[config.mk]
export PLATFORM = sky130hd
export DESIGN_NAME = cache_port_arbiter
export DESIGN_NICKNAME = d
export VERILOG_FILES = /design/src/rtl/cache_port_arbiter.sv
export SDC_FILE = /design/constraint.sdc
export NUM_CORES = 1
export LEC_CHECK = 0
export CORE_MARGIN = 5
export CORE_UTILIZATION = 32
export CTS_CLUSTER_SIZE = 12
export DETAILED_ROUTE_END_ITERATION = 7
export GPL_ROUTABILITY_DRIVEN = 0
export PLACE_DENSITY = 0.76
export SETUP_SLACK_MARGIN = 0.3
export SLEW_MARGIN = 20
export SYNTH_ARGS = -nofsm -noshare
export SYNTH_HDL_FRONTEND = slang
export SYNTH_SLANG_ARGS = --single-unit
export TNS_END_PERCENT = 1
[constraint.sdc]
create_clock -name CLK -period 1.9 [get_ports CLK]
set_clock_uncertainty 0.1 [all_clocks]
set_input_delay 0.475 -clock CLK [delete_from_list [all_inputs] [get_ports CLK]]
set_output_delay 0.475 -clock CLK [all_outputs]
set_load 0.005 [all_outputs]
[src/rtl/cache_port_arbiter.sv]
// ============================================================================
// cache_port_arbiter
//
// Shares one cache request/response port between two requesters:
//   P0 = instruction fetch, P1 = data load/store.
// Exactly one transaction is in flight at a time. Each transaction moves
// through IDLE -> ISSUE -> WAIT -> RETURN -> IDLE. The cache response is
// forwarded only to the requester that was granted.
//
// Configuration macro:
//   CACHE_ARB_FIXED_PRIO_EN  defined   : P0 always wins when both are valid
//                            undefined : round-robin on a tie (default)
//
// Ports
//   CLK, RST                 clock, synchronous active-high reset
//   Pn_REQ_VALID/ADDR/WE/DATA requester n request (n = 0, 1)
//   Pn_REQ_READY             request accepted this cycle (combinational, IDLE only)
//   Pn_RESP_VALID/DATA       response to requester n (data is 0 when not valid)
//   Pn_RESP_READY            requester n takes the response
//   CACHE_ADDR_VALID/ADDR    cache RECEIVE_ADDR_VALID / RECEIVE_ADDR
//   CACHE_DATA_VALID/DATA    cache RECEIVE_DATA_VALID (write flag) / RECEIVE_DATA
//   CACHE_READY              cache RECEIVE_READY
//   CACHE_RESP_VALID/DATA    cache SEND_VALID / SEND_DATA
//   CACHE_RESP_READY         cache SEND_READY
// ============================================================================
module cache_port_arbiter #(
    parameter int ADDR_WIDTH = 32,
    parameter int DATA_WIDTH = 32
) (
    input  logic                  CLK,
    input  logic                  RST,

    input  logic                  P0_REQ_VALID,
    input  logic [ADDR_WIDTH-1:0] P0_REQ_ADDR,
    input  logic                  P0_REQ_WE,
    input  logic [DATA_WIDTH-1:0] P0_REQ_DATA,
    output logic                  P0_REQ_READY,
    output logic                  P0_RESP_VALID,
    output logic [DATA_WIDTH-1:0] P0_RESP_DATA,
    input  logic                  P0_RESP_READY,

    input  logic                  P1_REQ_VALID,
    input  logic [ADDR_WIDTH-1:0] P1_REQ_ADDR,
    input  logic                  P1_REQ_WE,
    input  logic [DATA_WIDTH-1:0] P1_REQ_DATA,
    output logic                  P1_REQ_READY,
    output logic                  P1_RESP_VALID,
    output logic [DATA_WIDTH-1:0] P1_RESP_DATA,
    input  logic                  P1_RESP_READY,

    output logic                  CACHE_ADDR_VALID,
    output logic [ADDR_WIDTH-1:0] CACHE_ADDR,
    output logic                  CACHE_DATA_VALID,
    output logic [DATA_WIDTH-1:0] CACHE_DATA,
    input  logic                  CACHE_READY,
    input  logic                  CACHE_RESP_VALID,
    input  logic [DATA_WIDTH-1:0] CACHE_RESP_DATA,
    output logic                  CACHE_RESP_READY
);

    typedef enum logic [1:0] {
        S_IDLE   = 2'd0,
        S_ISSUE  = 2'd1,
        S_WAIT   = 2'd2,
        S_RETURN = 2'd3
    } state_t;

    state_t                  state;
    logic                    grant;          // 0 = P0, 1 = P1
`ifndef CACHE_ARB_FIXED_PRIO_EN
    logic                    last_grant;     // port served by the previous transaction
`endif
    logic [ADDR_WIDTH-1:0]   addr_q;
    logic [DATA_WIDTH-1:0]   data_q;
    logic [DATA_WIDTH-1:0]   resp_data_q;
    logic                    cache_addr_valid_q;
    logic                    cache_data_valid_q;
    logic                    cache_resp_ready_q;
    logic                    p0_resp_valid_q;
    logic                    p1_resp_valid_q;

    logic                    req_any;
    logic                    req_win;
    logic                    req_accept;
    logic                    resp_taken;

    // ------------------------------------------------------------------------
    // Arbitration
    // ------------------------------------------------------------------------
    always_comb begin
        // NOTE: the default assignment first means every path through this
        // block assigns req_win, so no latch is inferred.
        req_win = 1'b0;
        if (P0_REQ_VALID && P1_REQ_VALID) begin
`ifdef CACHE_ARB_FIXED_PRIO_EN
            req_win = 1'b0;
`else
            req_win = ~last_grant;
`endif
        end else if (P1_REQ_VALID) begin
            req_win = 1'b1;
        end
    end

    assign req_any    = P0_REQ_VALID | P1_REQ_VALID;
    // READY is suppressed while RST is high: the request would not be latched
    // that cycle, so acknowledging it would silently drop it.
    assign req_accept = (state == S_IDLE) && req_any && !RST;
    assign resp_taken = grant ? P1_RESP_READY : P0_RESP_READY;

    assign P0_REQ_READY     = req_accept && !req_win;
    assign P1_REQ_READY     = req_accept &&  req_win;

    assign P0_RESP_VALID    = p0_resp_valid_q;
    assign P1_RESP_VALID    = p1_resp_valid_q;
    assign P0_RESP_DATA     = p0_resp_valid_q ? resp_data_q : '0;
    assign P1_RESP_DATA     = p1_resp_valid_q ? resp_data_q : '0;

    assign CACHE_ADDR_VALID = cache_addr_valid_q;
    assign CACHE_DATA_VALID = cache_data_valid_q;
    assign CACHE_ADDR       = addr_q;
    assign CACHE_DATA       = data_q;
    assign CACHE_RESP_READY = cache_resp_ready_q;

    // ------------------------------------------------------------------------
    // Transaction FSM with registered handshake outputs
    // ------------------------------------------------------------------------
    // NOTE: all state here uses non-blocking assignments so every register
    // samples the pre-edge values, independent of statement order.
    always_ff @(posedge CLK) begin
        if (RST) begin
            state              <= S_IDLE;
            grant              <= 1'b0;
`ifndef CACHE_ARB_FIXED_PRIO_EN
            last_grant         <= 1'b1;
`endif
            addr_q             <= '0;
            data_q             <= '0;
            resp_data_q        <= '0;
            cache_addr_valid_q <= 1'b0;
            cache_data_valid_q <= 1'b0;
            cache_resp_ready_q <= 1'b0;
            p0_resp_valid_q    <= 1'b0;
            p1_resp_valid_q    <= 1'b0;
        end else begin
            case (state)
                S_IDLE: begin
                    if (req_any) begin
                        grant              <= req_win;
                        addr_q             <= req_win ? P1_REQ_ADDR : P0_REQ_ADDR;
                        data_q             <= req_win ? P1_REQ_DATA : P0_REQ_DATA;
                        cache_addr_valid_q <= 1'b1;
                        cache_data_valid_q <= req_win ? P1_REQ_WE : P0_REQ_WE;
                        state              <= S_ISSUE;
                    end
                end
                S_ISSUE: begin
                    // CACHE_ADDR_VALID is always high here, so CACHE_READY
                    // alone completes the address handshake.
                    if (CACHE_READY) begin
                        cache_addr_valid_q <= 1'b0;
                        cache_data_valid_q <= 1'b0;
                        cache_resp_ready_q <= 1'b1;
                        state              <= S_WAIT;
                    end
                end
                S_WAIT: begin
                    if (CACHE_RESP_VALID) begin
                        resp_data_q        <= CACHE_RESP_DATA;
                        cache_resp_ready_q <= 1'b0;
                        p0_resp_valid_q    <= ~grant;
                        p1_resp_valid_q    <=  grant;
                        state              <= S_RETURN;
                    end
                end
                S_RETURN: begin
                    if (resp_taken) begin
                        p0_resp_valid_q <= 1'b0;
                        p1_resp_valid_q <= 1'b0;
`ifndef CACHE_ARB_FIXED_PRIO_EN
                        last_grant      <= grant;
`endif
                        state           <= S_IDLE;
                    end
                end
                default: state <= S_IDLE;
            endcase
        end
    end

endmodule

; ---- Yosys cells after proc, flatten, opt, wreduce, memory -nomap -nowiden
; Cells that the tools add are included.
[classes]
n_eq_ne = 7
muxes = 26
bitwise = 3
n_reduce_logical = 18
[ops]
columns = cell, n
row1 = $mux 32, 4
row2 = $mux 1, 12
row3 = $pmux 1 s2, 5
row4 = $reduce_and 3->1, 3
row5 = $mux 2, 4
row6 = $ne 2x2->1 const B, 4
row7 = $pmux 2 s4, 1
row8 = $reduce_and 2->1, 3
row9 = $reduce_bool 2->1, 3
row10 = $logic_and 1x1->1, 5
row11 = $eq 2x2->1 const B, 2
row12 = $reduce_and 4->1, 1
row13 = $eq 2x1->1 const B, 1
row14 = $logic_not 1->1, 2
row15 = $logic_not 2->1, 1
row16 = $not 1->1, 2
row17 = $or 1x1->1, 1
[word_totals]
register_bits = 105
out_inout_bits = 135

; ---- Logic depth before layout (Yosys ltp)
; Gate-level depths: netlist of the first run.
[depth]
depth_word = 5
ltp_mapped = 8
mapped_depth_nobuf = 6

; ---- Worst setup path before layout of the first run
; Ideal clock, no wire load.
[synth_timing]
path_kind = reg2out
startpoint = reg state[0]
endpoint = out P0_REQ_READY
arrival_time_ns = 1.220
required_time_ns = 1.325
setup_slack_ns = 0.105
stages_incl_launch_ff = 6
path_buffers = 1
cell_sequence = dfxtp_1 -> inv_1 -> ha_1 -> inv_2 -> nor3_1 -> clkbuf_1
[synth_via]
elab_chain_cells = 4
[synth_rtl]
columns = item, line
row1 = "start, declared", 68  ; state_t state;
row2 = "start signal, assigned", 132  ; state <= S_IDLE;
row3 = "start signal, assigned", 154  ; state <= S_ISSUE;
row4 = "start signal, assigned", 164  ; state <= S_WAIT;
row5 = $logic_not 2->1, 108  ; assign req_accept = (state == S_IDLE) && req_any && !RST;
row6 = $logic_and 1x1->1 (2 in series), 108
row7 = $logic_and 1x1->1, 111  ; assign P0_REQ_READY = req_accept && !req_win;
row8 = "end, declared", 37  ; output logic P0_REQ_READY,
; No other way between the ends.

; ---- Final worst setup path of the first run
[layout_timing]
startpoint = reg state[0]
endpoint = out P1_REQ_READY
[layout_via]
elab_chain_cells = 4
[layout_rtl]
columns = item, line
row1 = $logic_not 2->1, 108
row2 = $logic_and 1x1->1 (2 in series), 108
row3 = $logic_and 1x1->1, 112  ; assign P1_REQ_READY = req_accept && req_win;
row4 = "end, declared", 46  ; output logic P1_REQ_READY,
; No other way between the ends.

==> results of run 1 <==
[layer usage]
layer,GRT usage [%],up-vias,share of wire [%]
met4,7.474,0,2.9
met2,35.82,142,54
li1,-,2338,-
met5,0,-,0
met3,5.111,35,4.8
met1,21.06,2308,38
[Yosys cell counts (all sizes together)]
master,n
and2,66
inv,5
buf,24
or3b,1
dfxtp,105
nor3b,1
a22o,64
nor4b,1
a2111o,1
or2,1
ha,6
o31ai,1
mux2i,2
clkbuf,15
a2111oi,2
o211ai,1
nor3,1
a21oi,43
nor2,7
a21o,65
nor2b,2
o21ai,3
nand2,71
o21bai,2
a211oi,1
or3,1
[what timing repair did]
action                                  in CTS  in global routing
endpoints found under the setup margin     219                171
hold buffers                                 0                  0
cloned                                       3                  0
pin swaps                                   77                 48
gates resized for setup                    387                124
setup buffers                                8                  1
[path summary, 6_finish.rpt]
check                                                 start                     endpoint  slack (ps)  cells after the start
worst min register to register  resp_data_q[9]$_SDFFE_PP0P_  resp_data_q[9]$_SDFFE_PP0P_         370                      2
worst max register to register        state[0]$_SDFFE_PP0P_   CACHE_DATA[0]$_SDFFE_PP0P_          40                      9
worst min-delay path            resp_data_q[9]$_SDFFE_PP0P_  resp_data_q[9]$_SDFFE_PP0P_         370                      2
worst max-delay path                  state[0]$_SDFFE_PP0P_                 P1_REQ_READY         -40                      5
[layout make-up]
class	count	area share, %
Timing Repair Buffer	337	39.91
Sequential cell	105	24.59
Clock inverter	7	0.6098
Tap cell	180	2.613
Clock buffer	9	2.613
Multi-Input combinational cell	343	29.36
Inverter	5	0.3049
[state kept, by name, indices dropped and copies added, names as in the netlist]
signal,cells
CACHE_ADDR,32
CACHE_DATA,32
resp_data_q,32
state,2
CACHE_ADDR_VALID,1
CACHE_DATA_VALID,1
CACHE_RESP_READY,1
P0_RESP_VALID,1
P1_RESP_VALID,1
grant,1
last_grant,1
[power groups by stage]
stage	sequential [W]	clock, W	combinational (W)
CTS	0.00310	0.00179	0.00301
global placement	0.00310	0	0.00296
finish	0.00311	0.00174	0.00314
detailed placement	0.00313	0	0.00303
global route	0.00317	0.00189	0.00337
floorplan	0.00313	0	0.00124
[stage by stage]
step | instance area, um2 | util, % | setup TNS, ps
floorplan | 4596 | - | 0
CTS | 8188 | 58.99 | -326.7
global placement | 7903 | 56.93 | -32150
finish | 8618 | 62.09 | -40.32
global route | 8618 | 62.09 | -1978
detailed placement | 7903 | 56.93 | -34810
[worst reg2reg max path: stages, from the launching register on]
cell	delay (ps)
dfxtp_4	350
inv_4	60
ha_4	140
inv_4	40
nor4b_4	270
buf_4	160
buf_6	110
buf_16	240
a22o_1	240
a21o_1	90
[cell families (layout without fill, tap and decap cells)]
group,count (synthesis),in the layout,synth area share [%]
buf+inv,44,358,4.662
simple gates,152,152,17.10
flops,105,105,46.34
mux,2,2,0.4414
compound gates,183,183,29.79
fa+ha+maj,6,6,1.655
==> summary.txt, run 1 <==
Final layout
  • Layout overhead on the synthesized area: 90.01%
  • Antenna Cells: 0
  • Commonest non-fill, non-tap cell in the layout: clkdlybuf4s50_1
  • Final Net Count: 977
  • Layout cells sized above 1: 25.68%
  • FF+latch area: 2120 um2
  • Commonest non-fill, non-tap cells in the layout: 166 x clkdlybuf4s50_1, 99 x dfxtp_1, 71 x nand2_1
  • Final non-filler cell total: around 1,000
  • Filler cells: 1,158
  • Multi-input logic area: ~2500 um2

Pwr
  • PwrDens: 927.0 nW/um2
  • P_leak: approximately 4.2 nW
  • Total power: 0.007989 W
  • VDD IR max: about 0.00060 V
  • Clk network pwr share: 21.8%
  • P_sw: 0.002528 W
  • P_int: 0.005461 W
  • Sw frac: 31.64%
  • Combinational fraction of design power: 39.3%
  • Reg power frac: between 30% and 40%

STA
  • Hold slack final: 374.9 ps
  • Final setup fails: 1
  • Final Cycle Share: 102.1%
  • Hold Violations, Final: 0
  • Setup ws final: -40.32 ps
  • Slew HR: 77.14%
  • Minimum clock period: slightly below 2000 ps
  • Max Slew Vio Count: 0
  • Fmax achieved: ~520 MHz
  • Worst slew pin tran: 342.9 ps
  • RSZ-0062 raised after global routing: yes

Critical path
  • Delay-heaviest family, CP: flip-flops
  • Worst-path fanout max: 2
  • Critical path, cell by cell: inv_4 -> ha_4 -> inv_4 -> nor4b_4 -> buf_2
  • Buffers plus inverters on the worst setup path: 3
  • Critical path's most frequent cell: inv_4
  • WS Path Type: flop to output pin
  • Critical Path Source Type: flop
  • Worst path required time: 1320 ps
  • CP Capture Type: output pin
  • CP arrival: 1370 ps
  • Slowest cell delay on critical path: roughly 350 ps
  • Slowest cell on crit path: dfxtp_4

Route
  • Via Count: 4,823
  • Final WL: roughly 18,000 um
  • Wire length per cell: 18.10 um
  • Pre-antenna DRT Iters: 4
  • DRT antenna net count: 0
  • Avg Vias per Cell: 4.891
  • Starting DRT DRC Count: about 210
  • Residual DRC count: 0

Clocking
  • Worst-Skew Late Latency: around 340 ps
  • Root Driver: clkbuf_16
  • Clock sink count: 105
  • CTS tree: yes
  • Clock Pin Slew Worst Setup and Hold Paths: 70 ps
  • H-tree levels: 3
  • Bufs on Longest Clock Path: 2
  • Num CTS Buffers: 9

Yosys
  • YS warnings: 0
  • Synth area leaders: dfxtp_1 46%, a22o_1 12%, a21o_1 11%
  • Flip-flop and latch count after synthesis: 105
  • Synthesized instance count: between 400 and 500
  • Yosys cell types: 30
  • Area leader, netlist: dfxtp_1
  • Register area share after synthesis: 46.34%
  • Synth top area share: between 40 and 50%
  • Synth Net Count: 668
  • Post-synthesis cell area: 4536 um2
  • Avg Synthesized Cell Area: 9.219 um2

Global routing
  • Total gr overflow: 0
  • First-pass GRT wire length: 25,470 um
  • Vias in the first global route: roughly 4,900
  • GRT Total Usage: roughly a fifth
  • Largest net degree at the start of global routing: 66
  • Initial antenna violation count: 0

Die
  • Rows: between 40 and 50
  • Ports: a little over 300
  • Die area: 16,660 um2
  • Die Span Y: 129.1 um
  • Core area: approximately 14,000 um2
  • Die Wd: 129.1 um
  • Initial Util: between 30% and 40%

Placement
  • Placed cells: 958
  • DP Worst Slack: -542.9 ps
  • DP HPWL: 12,830 um
  • Port bufs: just over 300

Flow run
  • Max-cap viol count: 0

Outcome
  • Status: complete, but fails checks
  • Failing checks: setup timing

Worst hold path
  • Hold Path Class: flop to flop
(Power assumes the default switching activity.)
==> inputs of run 2 (changes only) <==
--- a/config.mk
+++ b/config.mk
@@ -5,12 +5,14 @@
 export SDC_FILE = /design/constraint.sdc
 export NUM_CORES = 1
 export LEC_CHECK = 0
+export ABC_AREA = 1
 export CORE_MARGIN = 5
-export CORE_UTILIZATION = 32
+export CORE_UTILIZATION = 35
 export CTS_CLUSTER_SIZE = 12
 export DETAILED_ROUTE_END_ITERATION = 7
 export GPL_ROUTABILITY_DRIVEN = 0
-export PLACE_DENSITY = 0.76
+export GPL_TIMING_DRIVEN = 0
+export PLACE_DENSITY = 0.78
 export SETUP_SLACK_MARGIN = 0.3
 export SLEW_MARGIN = 20
 export SYNTH_ARGS = -nofsm -noshare
==> run 2 against run 1 <==
Compared with the run above: the flow still finishes with violations (setup timing); via count grew 31%; non-clock buffer count up 49; synthesized cell count grew 73%; die area rose by 4.6%; global-route usage is 2.3 points higher; total power up 8.8%; critical path depth up 1; sequential power down 2%; cell count up 40%; synthesized area up 15%; routed wire length is 14% higher.
==> summary.txt, run 2 <==
Yosys
  • Most used flip-flop cell after synthesis: dfxtp_1
  • Synth Net Count: 1,027 (+54%)
  • Flip-flop and latch count after synthesis: 105 (unchanged)
  • Commonest cells in the netlist: 408 x nand2_1, 105 x dfxtp_1, 82 x inv_1
  • Count leader, synth: nand2_1
  • Avg Synthesized Cell Area: 6.122 um2 (-34%)
  • Synth top area share: 40.35% (-6.0 points)
  • Synthesized instance count: 851 (+73%)
  • Fraction of registers with async set/reset: 0% (unchanged)
  • YS warnings: 0 (unchanged)
  • Post-synth EDFFs: 0 (unchanged)
  • Post-synthesis cell area: 5210 um2 (+15%)
  • Yosys cell types: 17 (-43%)
  • Area leader, netlist: dfxtp_1
  • Register area share after synthesis: 40.35% (-6.0 points)
  • Synth area leaders: dfxtp_1 40%, nand2_1 29%, a21oi_1 6.6%

Worst hold path
  • Hold Path Class: flop to flop
  • WHS Path Cells: 2 (unchanged)

Critical path
  • Worst-path fanout max: 7 (+5)
  • WS Path Type: flop to output pin
  • Worst path required time: 1320 ps (about the same)
  • CP arrival: 1400 ps (+30 ps)
  • CP Capture Type: output pin
  • Critical Path Source Type: flop
  • Worst R2R Path Depth: 9 (unchanged)
  • Reg2reg setup slack: 380 ps (+340 ps)

Clocking
  • Hold_buf cts: 0 (unchanged)
  • H-tree levels: 3 (unchanged)
  • Bufs on Longest Clock Path: 2 (unchanged)
  • Num CTS Buffers: 9 (unchanged)
  • CTS tree: yes
  • Worst-Skew Late Latency: 350 ps (about the same)
  • Clock Pin Slew Worst Setup and Hold Paths: 70 ps (about the same)
  • Root Driver: clkbuf_16
  • Clock sink count: 105 (unchanged)

Pwr
  • P_int: 0.005601 W (+2.6%)
  • Reg power frac: 35.2% (-3.7 points)
  • P_sw: 0.003093 W (+22%)
  • VDD IR max: 0.0006230 V (+3.1%)
  • Combinational fraction of design power: 45.0% (+5.7 points)
  • P_leak: 4.842 nW (+16%)
  • Clk network pwr share: 19.8% (-2.0 points)
  • PwrDens: 961.8 nW/um2 (+3.8%)
  • Sw frac: 35.58% (+3.9 points)

STA
  • Minimum clock period: 1972 ps (+31.89 ps)
  • Worst slew pin tran: 576.1 ps (+233.2 ps)
  • RSZ-0062 raised after global routing: yes
  • Setup TNS: -190.9 ps (-150.5 ps)
  • Fmax achieved: 507.0 MHz (-1.6%)
  • Setup ws final: -72.20 ps (-31.89 ps)
  • Max Slew Vio Count: 0 (unchanged)
  • Final Cycle Share: 103.8% (+1.7 points)
  • Hold Violations, Final: 0 (unchanged)
  • Hold slack final: 360.5 ps (-14.45 ps)
  • Slew HR: 61.60% (-16 points)
  • Final setup fails: 3 (+2)

Die
  • Die area: 17,430 um2 (+4.6%)
  • Die Wd: 132.0 um (+2.3%)
  • Ports: 305 (unchanged)
  • Die Span Y: 132.0 um (+2.3%)
  • Initial Util: 35.71% (+3.0 points)
  • Rows: 44 (+2.3%)
  • Core area: 14,590 um2 (+5.1%)

Final layout
  • Commonest non-fill, non-tap cells in the layout: 382 x nand2_1, 166 x clkdlybuf4s50_1, 99 x dfxtp_1
  • Antenna Cells: 0 (unchanged)
  • Layout cells sized above 1: 18.42% (-7.3 points)
  • Layout overhead on the synthesized area: 73.51%
  • Commonest non-fill, non-tap cell in the layout: nand2_1
  • Final Net Count: 1,371 (+40%)

Global routing
  • Vias in the first global route: 5,806 (+19%)
  • Initial antenna violation count: 0 (unchanged)
  • Largest net degree at the start of global routing: 17 (-74%)
  • GRT Total Usage: 21.72% (+2.3 points)
  • Total gr overflow: 0 (unchanged)
  • First-pass GRT wire length: 30,600 um (+20%)

Flow run
  • Max-cap viol count: 0 (unchanged)

Route
  • Via Count: 6,306 (+31%)
  • Avg Vias per Cell: 4.556 (-6.9%)
  • Final WL: 20,260 um (+14%)
  • DRT antenna net count: 0 (unchanged)
  • Wire length per cell: 14.64 um (-19%)
  • Pre-antenna DRT Iters: 4 (unchanged)
  • Starting DRT DRC Count: 298 (+43%)
  • Residual DRC count: 0 (unchanged)

Outcome
  • Status: complete, but fails checks
  • Failing checks: setup timing

Placement
  • DP HPWL: 15,370 um (+20%)
  • Port bufs: 303 (-0.33%)
run 2: cell types whose count changed after synthesis, sizes merged, moves of 64 or more:
cell	before	now
a22o	64	0
and2	66	0
nand2	71	410
a21o	65	0
nor2	7	77
inv	5	85
run 2: power groups by stage:
| stage | clock network (W) | logic (W) | registers [W] |
|---|---|---|---|
| after global placement | 0 | 0.00341 | 0.00306 |
| after CTS | 0.00177 | 0.00378 | 0.00303 |
| after floorplan | 0 | 0.00172 | 0.00307 |
| after global routing | 0.00186 | 0.00430 | 0.00313 |
| final | 0.00172 | 0.00391 | 0.00306 |
| after detailed placement | 0 | 0.00344 | 0.00308 |
run 2: area by class of cell:
type / instances / area, um2
fill: 1380 / 5549
buffer: 53 / 496.7
tap: 184 / 230.2
clock inverter: 6 / 35.03
multi-input combinational: 608 / 2630
timing repair buffer: 333 / 2985
sequential: 105 / 2112
clock buffer: 10 / 229.0
inverter: 85 / 321.6
run 2: what timing repair did:
| item | CTS | global route |
|---|---|---|
| pin swaps | 4 | 4 |
| setup buffers | 25 | 1 |
| endpoints found under the hold margin | 0 | 0 |
| endpoints found under the setup margin | 186 | 106 |
| cloned | 4 | 0 |
| gates resized for setup | 359 | 104 |
run 2: logic make-up after synthesis:
family          count (synthesis)  synth area share, %
fa+ha+maj                       6                1.441
simple gates                  498                36.24
flops                         105                40.35
buf+inv                       138                11.89
compound gates                104                10.09
run 2: worst paths after layout:
kind | start | endpoint
worst max-delay path | P0_RESP_VALID$_SDFFE_PP0P_ | P0_RESP_DATA[26]
worst min-delay path | CACHE_ADDR[7]$_SDFFE_PP0P_ | CACHE_ADDR[7]$_SDFFE_PP0P_
worst max register to register | state[0]$_SDFFE_PP0P_ | resp_data_q[4]$_SDFFE_PP0P_
worst min register to register | CACHE_ADDR[7]$_SDFFE_PP0P_ | CACHE_ADDR[7]$_SDFFE_PP0P_
run 2: layer usage:
| metal | track usage, % | share of wire [%] | routed length, um | vias to the layer above |
|---|---|---|---|---|
| li1 | - | - | - | 3241 |
| met1 | 23.60 | 37 | 7534 | 2810 |
| met2 | 38.74 | 50 | 10170 | 213 |
| met3 | 7.748 | 9.0 | 1828 | 42 |
| met4 | 7.886 | 3.6 | 734 | 0 |
| met5 | 0 | 0 | 0 | - |
run 2: stage by stage:
step,total power (W),setup WS (ps),utilization (%),cells,instance area (um2)
6_report,0.008695,-72.20,61.96,1384,9040
5_1_grt,0.009283,-142.2,61.96,1384,9040
4_1_cts,0.008582,-82.56,61.38,1383,8955
3_5_place_dp,0.006521,-935.5,58.17,1338,8487
3_3_place_gp,0.006475,-919.0,58.17,1338,8487
2_1_floorplan,0.004791,301.4,-,851,5224
run 2: worst max-delay path, stage by stage, from the launching register on:
cell	delay, ps
dfxtp_2	330
clkbuf_16	160
buf_4	140
clkbuf_8	130
nand2_1	60
inv_1	40
clkdlybuf4s15_1	190
==> inputs of run 3 (changes only) <==
--- a/config.mk
+++ b/config.mk
@@ -6,7 +6,6 @@
 export NUM_CORES = 1
 export LEC_CHECK = 0
 export ABC_AREA = 1
-export CORE_MARGIN = 5
 export CORE_UTILIZATION = 35
 export CTS_CLUSTER_SIZE = 12
 export DETAILED_ROUTE_END_ITERATION = 7
==> run 3 against run 2 <==
Compared with the run above: the flow still finishes with violations (setup timing); first-iteration DRC count is 19% lower; sequential power is 1% higher; total power is 0.36% lower; die area is 12% lower; cell count is 0.22% lower; non-clock buffer count is 3 lower; utilization is 0.66 points higher; setup slack better by 34 ps; largest cell class unchanged; highest routed layer is now met5.
==> summary.txt, run 3 (synthesized netlist as in run 2, its figures left out) <==
Outcome
  • Status: complete, but fails checks
  • Failing checks: setup timing

Critical path
  • CP Capture Type: output pin
  • WS Path Type: flop to output pin
  • Slowest cell on crit path: dfxtp_4
  • Critical path, cell by cell: inv_4 -> ha_4 -> nand2_4 -> inv_2 -> buf_6 -> nand3_4 -> inv_2 -> buf_6
  • CP arrival: 1360 ps (-40 ps)
  • Delay-heaviest family, CP: flip-flops
  • Worst path required time: 1320 ps (about the same)
  • Slowest cell delay on critical path: 360 ps (+30 ps)
  • Reg2reg setup slack: 370 ps (about the same)
  • Critical Path Source Type: flop
  • Buffers plus inverters on the worst setup path: 5 (unchanged)
  • Worst-path fanout max: 4 (-3)

Flow run
  • Max-cap viol count: 0 (unchanged)

Clocking
  • Clock Pin Slew Worst Setup and Hold Paths: 70 ps (about the same)
  • Bufs on Longest Clock Path: 2 (unchanged)
  • Clock sink count: 105 (unchanged)
  • Root Driver: clkbuf_16
  • Hold_buf cts: 0 (unchanged)
  • Worst-Skew Late Latency: 350 ps (about the same)
  • CTS tree: yes
  • H-tree levels: 3 (unchanged)
  • Num CTS Buffers: 9 (unchanged)

Route
  • Final WL: 19,280 um (-4.9%)
  • Avg Vias per Cell: 4.540 (-0.35%)
  • Wire length per cell: 13.96 um (-4.7%)
  • Residual DRC count: 0 (unchanged)
  • Pre-antenna DRT Iters: 4 (unchanged)
  • DRT antenna net count: 0 (unchanged)
  • Via Count: 6,270 (-0.57%)
  • Starting DRT DRC Count: 240 (-19%)

Die
  • Die Span Y: 124.0 um (-6.1%)
  • Rows: 44 (unchanged)
  • Initial Util: 35.85% (+0.14 points)
  • Die Wd: 124.0 um (-6.1%)
  • Die area: 15,380 um2 (-12%)
  • Ports: 305 (unchanged)
  • Core area: 14,530 um2 (-0.38%)

Global routing
  • Vias in the first global route: 5,799 (-0.12%)
  • GRT Total Usage: 25.01% (+3.3 points)
  • Initial antenna violation count: 1 (+1)
  • First-pass GRT wire length: 28,910 um (-5.5%)
  • Largest net degree at the start of global routing: 17 (unchanged)
  • Total gr overflow: 0 (unchanged)

Placement
  • Port bufs: 303 (unchanged)
  • Placed cell area: 8487 um2 (unchanged)
  • DP HPWL: 14,360 um (-6.6%)
  • Placed cells: 1,338 (unchanged)
  • DP Worst Slack: -898.4 ps (+37.09 ps)

Final layout
  • Layout overhead on the synthesized area: 74.69%
  • Layout cells sized above 1: 20.89% (+2.5 points)
  • Final non-filler cell total: 1,381 (-0.22%)
  • Fin area: 9101 um2 (+0.68%)
  • Commonest non-fill, non-tap cell in the layout: nand2_1
  • Final Net Count: 1,368 (-0.22%)
  • Antenna Cells: 0 (unchanged)
  • Commonest non-fill, non-tap cells in the layout: 355 x nand2_1, 166 x clkdlybuf4s50_1, 94 x dfxtp_1

Pwr
  • PwrDens: 951.9 nW/um2 (-1.0%)
  • VDD IR max: 0.0004665 V (-25%)
  • P_leak: 4.906 nW (+1.3%)

Worst hold path
  • Hold Path Class: flop to flop

STA
  • Minimum clock period: 1938 ps (-34.18 ps)
  • Final setup fails: 2 (-1)
  • Max Slew Vio Count: 0 (unchanged)
  • Worst slew pin tran: 607.4 ps (+31.37 ps)
  • Slew HR: 59.50% (-2.1 points)
  • Setup ws final: -38.02 ps (+34.18 ps)
  • Fmax achieved: 516.0 MHz (+1.8%)
  • Final Cycle Share: 102.0% (-1.8 points)
  • Hold Violations, Final: 0 (unchanged)
  • RSZ-0062 raised after global routing: yes
run 3: layout make-up:
type / instances / area, um2
multi-input combinational: 608 / 2695
inverter: 85 / 324.1
clock inverter: 5 / 32.53
timing repair buffer: 330 / 2949
fill: 1406 / 5433
buffer: 53 / 516.7
clock buffer: 11 / 232.7
tap: 184 / 230.2
sequential: 105 / 2121
run 3: worst reg2reg max path: cells and delay by family, from the launching register on:
kind / cells / cell delay, ps
fa+ha+maj: 1 / 220
compound gates: 1 / 210
buf+inv: 3 / 370
simple gates: 2 / 170
flops: 1 / 360
run 3: what timing repair did:
item,4_1_cts,5_1_grt
hold endpoints to repair,0,0
pin swaps,3,1
resized for setup,448,68
endpoints found under the setup margin,195,129
gates cloned,5,0
setup buffers,20,2
run 3: report_power, final:
| group | leakage [nW] | switching, W | internal [W] |
|---|---|---|---|
| Combinational | 3.92 | 0.00191 | 0.00193 |
| Clock | 0.122 | 0.000829 | 0.000885 |
| Sequential | 0.865 | 0.000362 | 0.00274 |
| Total | 4.91 | 0.00310 | 0.00556 |
run 3: metal layers:
layer / global-route usage, % / routed length, um / part of all wire, % / vias up
met5: 0 / 13 / 0.067 / -
met1: 26.19 / 7260 / 38 / 2736
met3: 7.921 / 1573 / 8.2 / 58
met2: 43.30 / 9445 / 49 / 227
li1: - / - / - / 3247
met4: 15.85 / 982 / 5.1 / 2
run 3: per-stage QoR:
| step | setup TNS, ps | utilization (%) | total power, W | hold slack, ps |
|---|---|---|---|---|
| finish | -61.48 | 62.62 | 0.008663 | 361.7 |
| global route | -924.0 | 62.62 | 0.009273 | 378.1 |
| CTS | -154.3 | 61.88 | 0.008604 | 363.2 |
| detailed placement | -28850 | 58.39 | 0.006505 | 355.3 |
| global placement | -25270 | 58.39 | 0.006449 | 350.3 |
| floorplan | 0 | - | 0.004791 | 345.4 |
run 3: path summary, 6_finish.rpt:
path	start	depth (start not counted)	endpoint
min reg2reg	CACHE_DATA[16]$_SDFFE_PP0P_	2	CACHE_DATA[16]$_SDFFE_PP0P_
max	state[0]$_SDFFE_PP0P_	8	P1_REQ_READY
min	CACHE_DATA[16]$_SDFFE_PP0P_	2	CACHE_DATA[16]$_SDFFE_PP0P_
max reg2reg	state[0]$_SDFFE_PP0P_	7	resp_data_q[6]$_SDFFE_PP0P_
